<file path="src/rtl/rs232_rx_ctrl_if.sv">
// Byte stream between the serial receiver, the receive FIFO and its consumer.
// The master side is the environment (receiver strobe plus consumer ready); the slave side is the FIFO.
interface rs232_rx_ctrl_if;
    logic       rx_attention;
    logic [7:0] rx_data;
    logic       rd_valid;
    logic [7:0] rd_data;
    logic       rd_ready;

    modport master (
        output rx_attention,
        output rx_data,
        output rd_ready,
        input  rd_valid,
        input  rd_data
    );

    modport slave (
        input  rx_attention,
        input  rx_data,
        input  rd_ready,
        output rd_valid,
        output rd_data
    );
endinterface

</file>
<file path="src/rtl/rs232_rx_ctrl.sv">
// Show-ahead receive FIFO for an RS-232 receiver, with overrun tracking.
// Optional RTS hysteresis flow control is compiled in by defining RS232_RX_CTRL_FLOWCTL_EN.
module rs232_rx_ctrl #(
    parameter int DEPTH_LOG2 = 4,
    parameter int HIGH_WATER = 12,
    parameter int LOW_WATER  = 4
) (
    input  logic                  clock,
    input  logic                  reset,
    rs232_rx_ctrl_if.slave        bus,
    output logic [DEPTH_LOG2:0]   level,
    output logic                  overrun,
    output logic [7:0]            drop_count,
    input  logic                  clear_overrun
`ifdef RS232_RX_CTRL_FLOWCTL_EN
    ,
    output logic                  rts_n
`endif
);

    localparam int DEPTH = 1 << DEPTH_LOG2;

    typedef logic [DEPTH_LOG2-1:0] ptr_t;
    typedef logic [DEPTH_LOG2:0]   lvl_t;

    localparam lvl_t FULL_LVL = lvl_t'(DEPTH);

    if ((HIGH_WATER > DEPTH) || (LOW_WATER >= HIGH_WATER) || (LOW_WATER < 0)) begin : g_bad_watermarks
        $error("rs232_rx_ctrl: watermarks must satisfy 0 <= LOW_WATER < HIGH_WATER <= depth");
    end

    logic [7:0] r_mem [DEPTH];
    ptr_t       r_wr_ptr;
    ptr_t       r_rd_ptr;
    lvl_t       r_level;
    logic       r_rd_valid;
    logic [7:0] r_rd_data;
    logic       r_overrun;
    logic [7:0] r_drop_count;

    logic       w_full;
    logic       w_pop;
    logic       w_push;
    logic       w_drop;
    ptr_t       w_rd_ptr_next;
    ptr_t       w_wr_ptr_next;
    lvl_t       w_level_next;
    logic [7:0] w_head_next;

    // Full/empty come from the occupancy counter; pointers alone are ambiguous when equal.
    always_comb begin
        w_full        = (r_level == FULL_LVL);
        w_pop         = r_rd_valid & bus.rd_ready;
        w_push        = bus.rx_attention & (~w_full | w_pop);
        w_drop        = bus.rx_attention & ~w_push;
        w_rd_ptr_next = r_rd_ptr + ptr_t'(w_pop);
        w_wr_ptr_next = r_wr_ptr + ptr_t'(w_push);
        w_level_next  = r_level + lvl_t'(w_push) - lvl_t'(w_pop);
        // A byte written into the slot that becomes the head must bypass the array read.
        if (w_push && (r_wr_ptr == w_rd_ptr_next)) begin
            w_head_next = bus.rx_data;
        end else begin
            w_head_next = r_mem[w_rd_ptr_next];
        end
    end

    always_ff @(posedge clock) begin
        if (w_push && !reset) begin
            r_mem[r_wr_ptr] <= bus.rx_data;
        end
        r_rd_data <= w_head_next;
    end

    always_ff @(posedge clock) begin
        if (reset) begin
            r_wr_ptr     <= '0;
            r_rd_ptr     <= '0;
            r_level      <= '0;
            r_rd_valid   <= 1'b0;
            r_overrun    <= 1'b0;
            r_drop_count <= '0;
        end else begin
            r_wr_ptr   <= w_wr_ptr_next;
            r_rd_ptr   <= w_rd_ptr_next;
            r_level    <= w_level_next;
            r_rd_valid <= (w_level_next != '0);
            // A drop wins over a coincident clear, restarting the count at one.
            if (w_drop) begin
                r_overrun <= 1'b1;
                if (clear_overrun) begin
                    r_drop_count <= 8'd1;
                end else if (r_drop_count != 8'hFF) begin
                    r_drop_count <= r_drop_count + 8'd1;
                end
            end else if (clear_overrun) begin
                r_overrun    <= 1'b0;
                r_drop_count <= '0;
            end
        end
    end

    assign bus.rd_valid = r_rd_valid;
    assign bus.rd_data  = r_rd_data;
    assign level        = r_level;
    assign overrun      = r_overrun;
    assign drop_count   = r_drop_count;

`ifdef RS232_RX_CTRL_FLOWCTL_EN
    localparam lvl_t HIGH_LVL = lvl_t'(HIGH_WATER);
    localparam lvl_t LOW_LVL  = lvl_t'(LOW_WATER);

    logic r_rts_n;

    // Hysteresis on the post-update occupancy so RTS moves in the same cycle as level.
    always_ff @(posedge clock) begin
        if (reset) begin
            r_rts_n <= 1'b0;
        end else if (w_level_next >= HIGH_LVL) begin
            r_rts_n <= 1'b1;
        end else if (w_level_next <= LOW_LVL) begin
            r_rts_n <= 1'b0;
        end
    end

    assign rts_n = r_rts_n;
`endif

endmodule

</file>
<file path="src/flat_wrapper.sv">
// flat-port wrapper written by rule: the top's interface ports become plain ports
module rs232_rx_ctrl_flat 
#(
    parameter int DEPTH_LOG2 = 4,
    parameter int HIGH_WATER = 12,
    parameter int LOW_WATER  = 4
)
  (clock, reset, level, overrun, drop_count, clear_overrun, bus_rx_attention, bus_rx_data, bus_rd_ready, bus_rd_valid, bus_rd_data);
  rs232_rx_ctrl_if bus_i ();
  input  logic clock;
  input  logic reset;
  output logic [DEPTH_LOG2:0] level;
  output logic overrun;
  output logic [7:0] drop_count;
  input  logic clear_overrun;
  input wire logic [$bits(bus_i.rx_attention)-1:0] bus_rx_attention;
  input wire logic [$bits(bus_i.rx_data)-1:0] bus_rx_data;
  input wire logic [$bits(bus_i.rd_ready)-1:0] bus_rd_ready;
  output wire logic [$bits(bus_i.rd_valid)-1:0] bus_rd_valid;
  output wire logic [$bits(bus_i.rd_data)-1:0] bus_rd_data;
  assign bus_i.rx_attention = bus_rx_attention;
  assign bus_i.rx_data = bus_rx_data;
  assign bus_i.rd_ready = bus_rd_ready;
  assign bus_rd_valid = bus_i.rd_valid;
  assign bus_rd_data = bus_i.rd_data;
  rs232_rx_ctrl #(.DEPTH_LOG2(DEPTH_LOG2), .HIGH_WATER(HIGH_WATER), .LOW_WATER(LOW_WATER)) u_core (.clock(clock), .reset(reset), .bus(bus_i), .level(level), .overrun(overrun), .drop_count(drop_count), .clear_overrun(clear_overrun));
endmodule
</file>
<file path="config.mk">
export PLATFORM = sky130hd
export DESIGN_NAME = rs232_rx_ctrl_flat
export DESIGN_NICKNAME = d
export VERILOG_FILES = /design/src/rtl/rs232_rx_ctrl_if.sv /design/src/rtl/rs232_rx_ctrl.sv /design/src/flat_wrapper.sv
export SDC_FILE = /design/constraint.sdc
export NUM_CORES = 1
export LEC_CHECK = 0
export BUFFER_PORTS_ARGS = -buffer_cell sky130_fd_sc_hd__clkbuf_2
export CAP_MARGIN = 20
export CORE_ASPECT_RATIO = 1.75
export CORE_MARGIN = 5
export CORE_UTILIZATION = 60
export DETAILED_ROUTE_END_ITERATION = 16
export PLACE_DENSITY = 0.87
export SKIP_LAST_GASP = 1
export SLEW_MARGIN = 5
export SYNTH_ARGS = -nofsm -noshare
export SYNTH_HDL_FRONTEND = slang
export SYNTH_SLANG_ARGS = --single-unit
</file>
<file path="constraint.sdc">
create_clock -name clock -period 2.6 [get_ports clock]
set_clock_uncertainty 0.05 [all_clocks]
set_input_delay 0.26 -clock clock [delete_from_list [all_inputs] [get_ports clock]]
set_output_delay 0.26 -clock clock [all_outputs]
set_load 0.01 [all_outputs]
</file>
==> results.tsv <==
stage	metric	value	unit
status	outcome	finished clean	
timing	fin_setup_tns	0	ns
drt	ant_nets	0	
setup_path	cp.required	2.84	ns
final_layout	fillers	605	
synthesis	synth_common_cells	128 x edfxtp_1, 32 x mux4_2, 31 x dfxtp_1, 31 x nand2_1, 30 x nor2_1	
final_layout	postLayoutCellArea	7490	um2
global_route	grt-busiest-layer	met2	
synthesis	yosysTopAreaCellShare	59.9	%
pwr	vdd_ir_drop_max	0.000685	V
clock_network	clkSlewWorstSetupHoldPaths	0.06	ns
setup_path	end_kind	flip-flop	
pwr	cellPowerDensity	913	nW/um2
timing	final-max-slew-violation-count	0	
global_route	antenna_found_initial	0	
synthesis	yosysMostFrequentCell	edfxtp_1	
timing	slew-limit-headroom	70.3	%
clock_network	cts_tree	yes	
final_layout	nNetsFinal	476	
synthesis	ys_warn_count	0	
synthesis	synth.top_cells.by_area	edfxtp_1 60%, mux4_2 11%, dfxtp_1 9.7%, ha_1 2.1%, xnor2_1 2.0%	
setup_path	cp_cell_sequence	inv_1, ha_1, nand4bb_1, o21ai_2, inv_1, ha_1, fa_1, a21oi_1, nor2_1, nor2_1, xnor2_1, a41oi_1	
pwr	pwr-share-seq	43.5	%
min_path	holdCritStartpoint	clear_overrun	
pwr	power_switching	1.82	mW
global_route	grt_use_met1	25.4	%
final_layout	area_growth	16.8	%
setup_path	r2r-start	u_core.level[2]	
timing	hold_viol_final	0	
setup_path	crit_arrival	2.69	ns
timing	finalCriticalPeriod	2.45	ns
timing	setup_violations	0	
place	port_buffers	35	
global_route	grt_use_met3	5.84	%
synthesis	synth_edf_count	128	
synthesis	synthArstFlopShare	0	%
synthesis	synth_area	6410	um2
drt	wire_per_inst	22.1	um
drt	routed_via_density	6.13	
place	dpl_cell_area	6890	um2
drt	via_count	3641	
pwr	intPower	5.03	mW
drt	firstDrtPassIters	6	
die	die-area	12900	um2
timing	max_freq	408	MHz
setup_path	path_class	flip-flop to flip-flop	
clock_network	cts_num_sinks	159	
global_route	grt_max_degree	35	
final_layout	antennaDiodeCount	0	
synthesis	synth_ff_type	edfxtp_1	
place	routabilityCongestion	0.782	
setup_path	reg2reg_to	u_core.bus.rd_valid	
global_route	grt_util_met2	39.7	%
clock_network	root_buffer	clkbuf_16	
drt	drc	0	
setup_path	reg2reg_slack	0.15	ns
synthesis	syn-instance-count	387	
clock_network	cts_resized	0	
min_path	hold_end	u_core.drop_count[0]	
pwr	power_frac_comb	20.6	%
min_path	min_path_type	input port to flip-flop	
setup_path	worstRegToRegCells	12	
min_path	min_path_cells	2	
synthesis	yosysTopAreaCell	edfxtp_1	
setup_path	critPathSlowestCell	fa_1	
clock_network	htree_num_levels	4	
synthesis	syn_nets	412	
global_route	grt.total_usage	22.4	%
clock_network	post_cts_buffers	0	
global_route	grt_overflow	0	
setup_path	crit_fanout	3	
setup_path	start_kind	flip-flop	
drt	dr.first_iter.drc_count	341	
timing	tightest_slew	0.445	ns
die	num_io_pins	36	
clock_network	numCtsBuffers	17	
clock_network	clk-insertion-delay-late	0.42	ns
timing	period_share	94.2	%
clock_network	cts_buffer_depth	2	
synthesis	synth_area_per_cell	16.6	um2
drt	totalWireLength	13100	um
die	core	10600	um2
setup_path	critical_path.max_stage_delay	0.40	ns
synthesis	yosysUniqueCellTypes	39	
global_route	first_global_vias	3793	
global_route	grt_pass1_wl	20900	um
die	initial_core_util	60.7	%
die	die_h	147	um
place	hpwl	8740	um
pwr	clkPwrFrac	36.0	%
pwr	p_leak	2.58	nW
job	drv_cap	0	
die	die_x	88.2	um
synthesis	ys_ff_latch	159	
pwr	swShare	26.5	%
synthesis	ys_seq_area_share	69.6	%
die	rows	50	
clock_network	cts.hold.buffers_added	0	
final_layout	drive_gt1_share	29.1	%
registers in the layout, summed over array words and instances, names as in the netlist:
signal	cells
u_core.r_wr_ptr	4
u_core.r_rd_ptr	4
u_core.drop_count	8
u_core.overrun	1
u_core.bus.rd_valid	1
u_core.bus.rd_data	8
u_core.level	5
u_core.r_mem	128
worst max-delay path, delay by kind of cell, from the launching register on:
kind | cells | cell delay (ns)
XOR/XNOR | 1 | 0.15
adder cells (fa/ha/maj) | 3 | 0.78
AO/OA/AOI/OAI | 3 | 0.47
buffers and inverters | 2 | 0.17
AND/OR/NAND/NOR | 3 | 0.35
flip-flops | 1 | 0.33
final cells by class:
type / count / area (um2) / area share [%]
sequential: 159 / 4460 / 59.6
multi-input combinational: 201 / 1830 / 24.4
clock buffer: 17 / 425 / 5.68
timing repair buffer: 62 / 403 / 5.38
clock inverter: 15 / 173 / 2.30
tap: 130 / 163 / 2.17
inverter: 10 / 37.5 / 0.501
through the flow:
step	power, mW	worst slack, ns	instances	hold slack, ns	utilization, %
final	6.84	0.150	594	0.0695	70.9
after global routing	7.17	-0.0476	594	0.0829	70.9
after CTS	6.89	0.0699	594	0.0572	70.8
after detailed placement	4.43	0.0959	562	0.420	65.2
after global placement	4.37	0.270	562	0.412	65.2
after floorplan	4.04	0.114	387	0.282	-
logic make-up (layout without fill, tap and decap cells):
family / after synthesis / in the layout / share of synthesized area [%]
AOI/OAI and AO/OA: 27 / 27 / 2.81
xor gates and xnor gates: 22 / 22 / 3.30
adders and majority gates: 12 / 12 / 2.46
buffers and inverters: 27 / 104 / 1.99
DFF: 159 / 159 / 69.6
muxes: 32 / 32 / 11.2
and+or+nand+nor: 108 / 108 / 8.60
per-layer routing:
metal	up-vias	wire length, um
met1	1820	4500
met4	0	353
met5	-	0
met2	174	7490
li1	1618	-
met3	29	770
cell usage in the layout (no fill, tap or decap), types with 2 or more instances in the layout:
cell type,n
and2_1,2
nand3_1,12
inv_1,10
buf_4,25
nand2_1,31
o221ai_1,8
nor2b_1,7
o21ai_1,8
clkbuf_16,17
or3b_1,2
nand4_1,3
xnor2_1,15
nor3_1,7
nor2_1,30
a21oi_1,4
nor4_2,4
xor2_1,6
nand3b_1,2
bufinv_16,2
ha_1,10
nand2b_1,3
inv_6,7
clkinv_4,5
dfxtp_1,31
mux4_2,32
buf_12,2
clkbuf_2,35
edfxtp_1,128
worst max path at each step:
| stage | start | to | slack (ns) | cells after the start |
|---|---|---|---|---|
| finish | u_core.level[2] | u_core.bus.rd_valid | 0.15 | 12 |
| global route | u_core.level[2] | u_core.bus.rd_valid | -0.05 | 12 |
| CTS | u_core.level[2] | u_core.bus.rd_valid | 0.07 | 12 |
| detailed placement | u_core.level[2] | u_core.bus.rd_valid | 0.1 | 12 |
| global placement | u_core.level[3] | u_core.bus.rd_valid | 0.27 | 12 |
| floorplan | u_core.level[2] | u_core.r_mem[0][0] | 0.11 | 7 |
power groups by stage:
stage / sequential (mW) / combinational [mW] / clock (mW)
finish: 2.97 / 1.41 / 2.46
global route: 2.99 / 1.55 / 2.63
CTS: 2.98 / 1.42 / 2.49
detailed placement: 3.03 / 1.40 / 0
global placement: 3.02 / 1.35 / 0
floorplan: 3.06 / 0.984 / 0
Note: power is estimated with default switching activity, not from simulation.
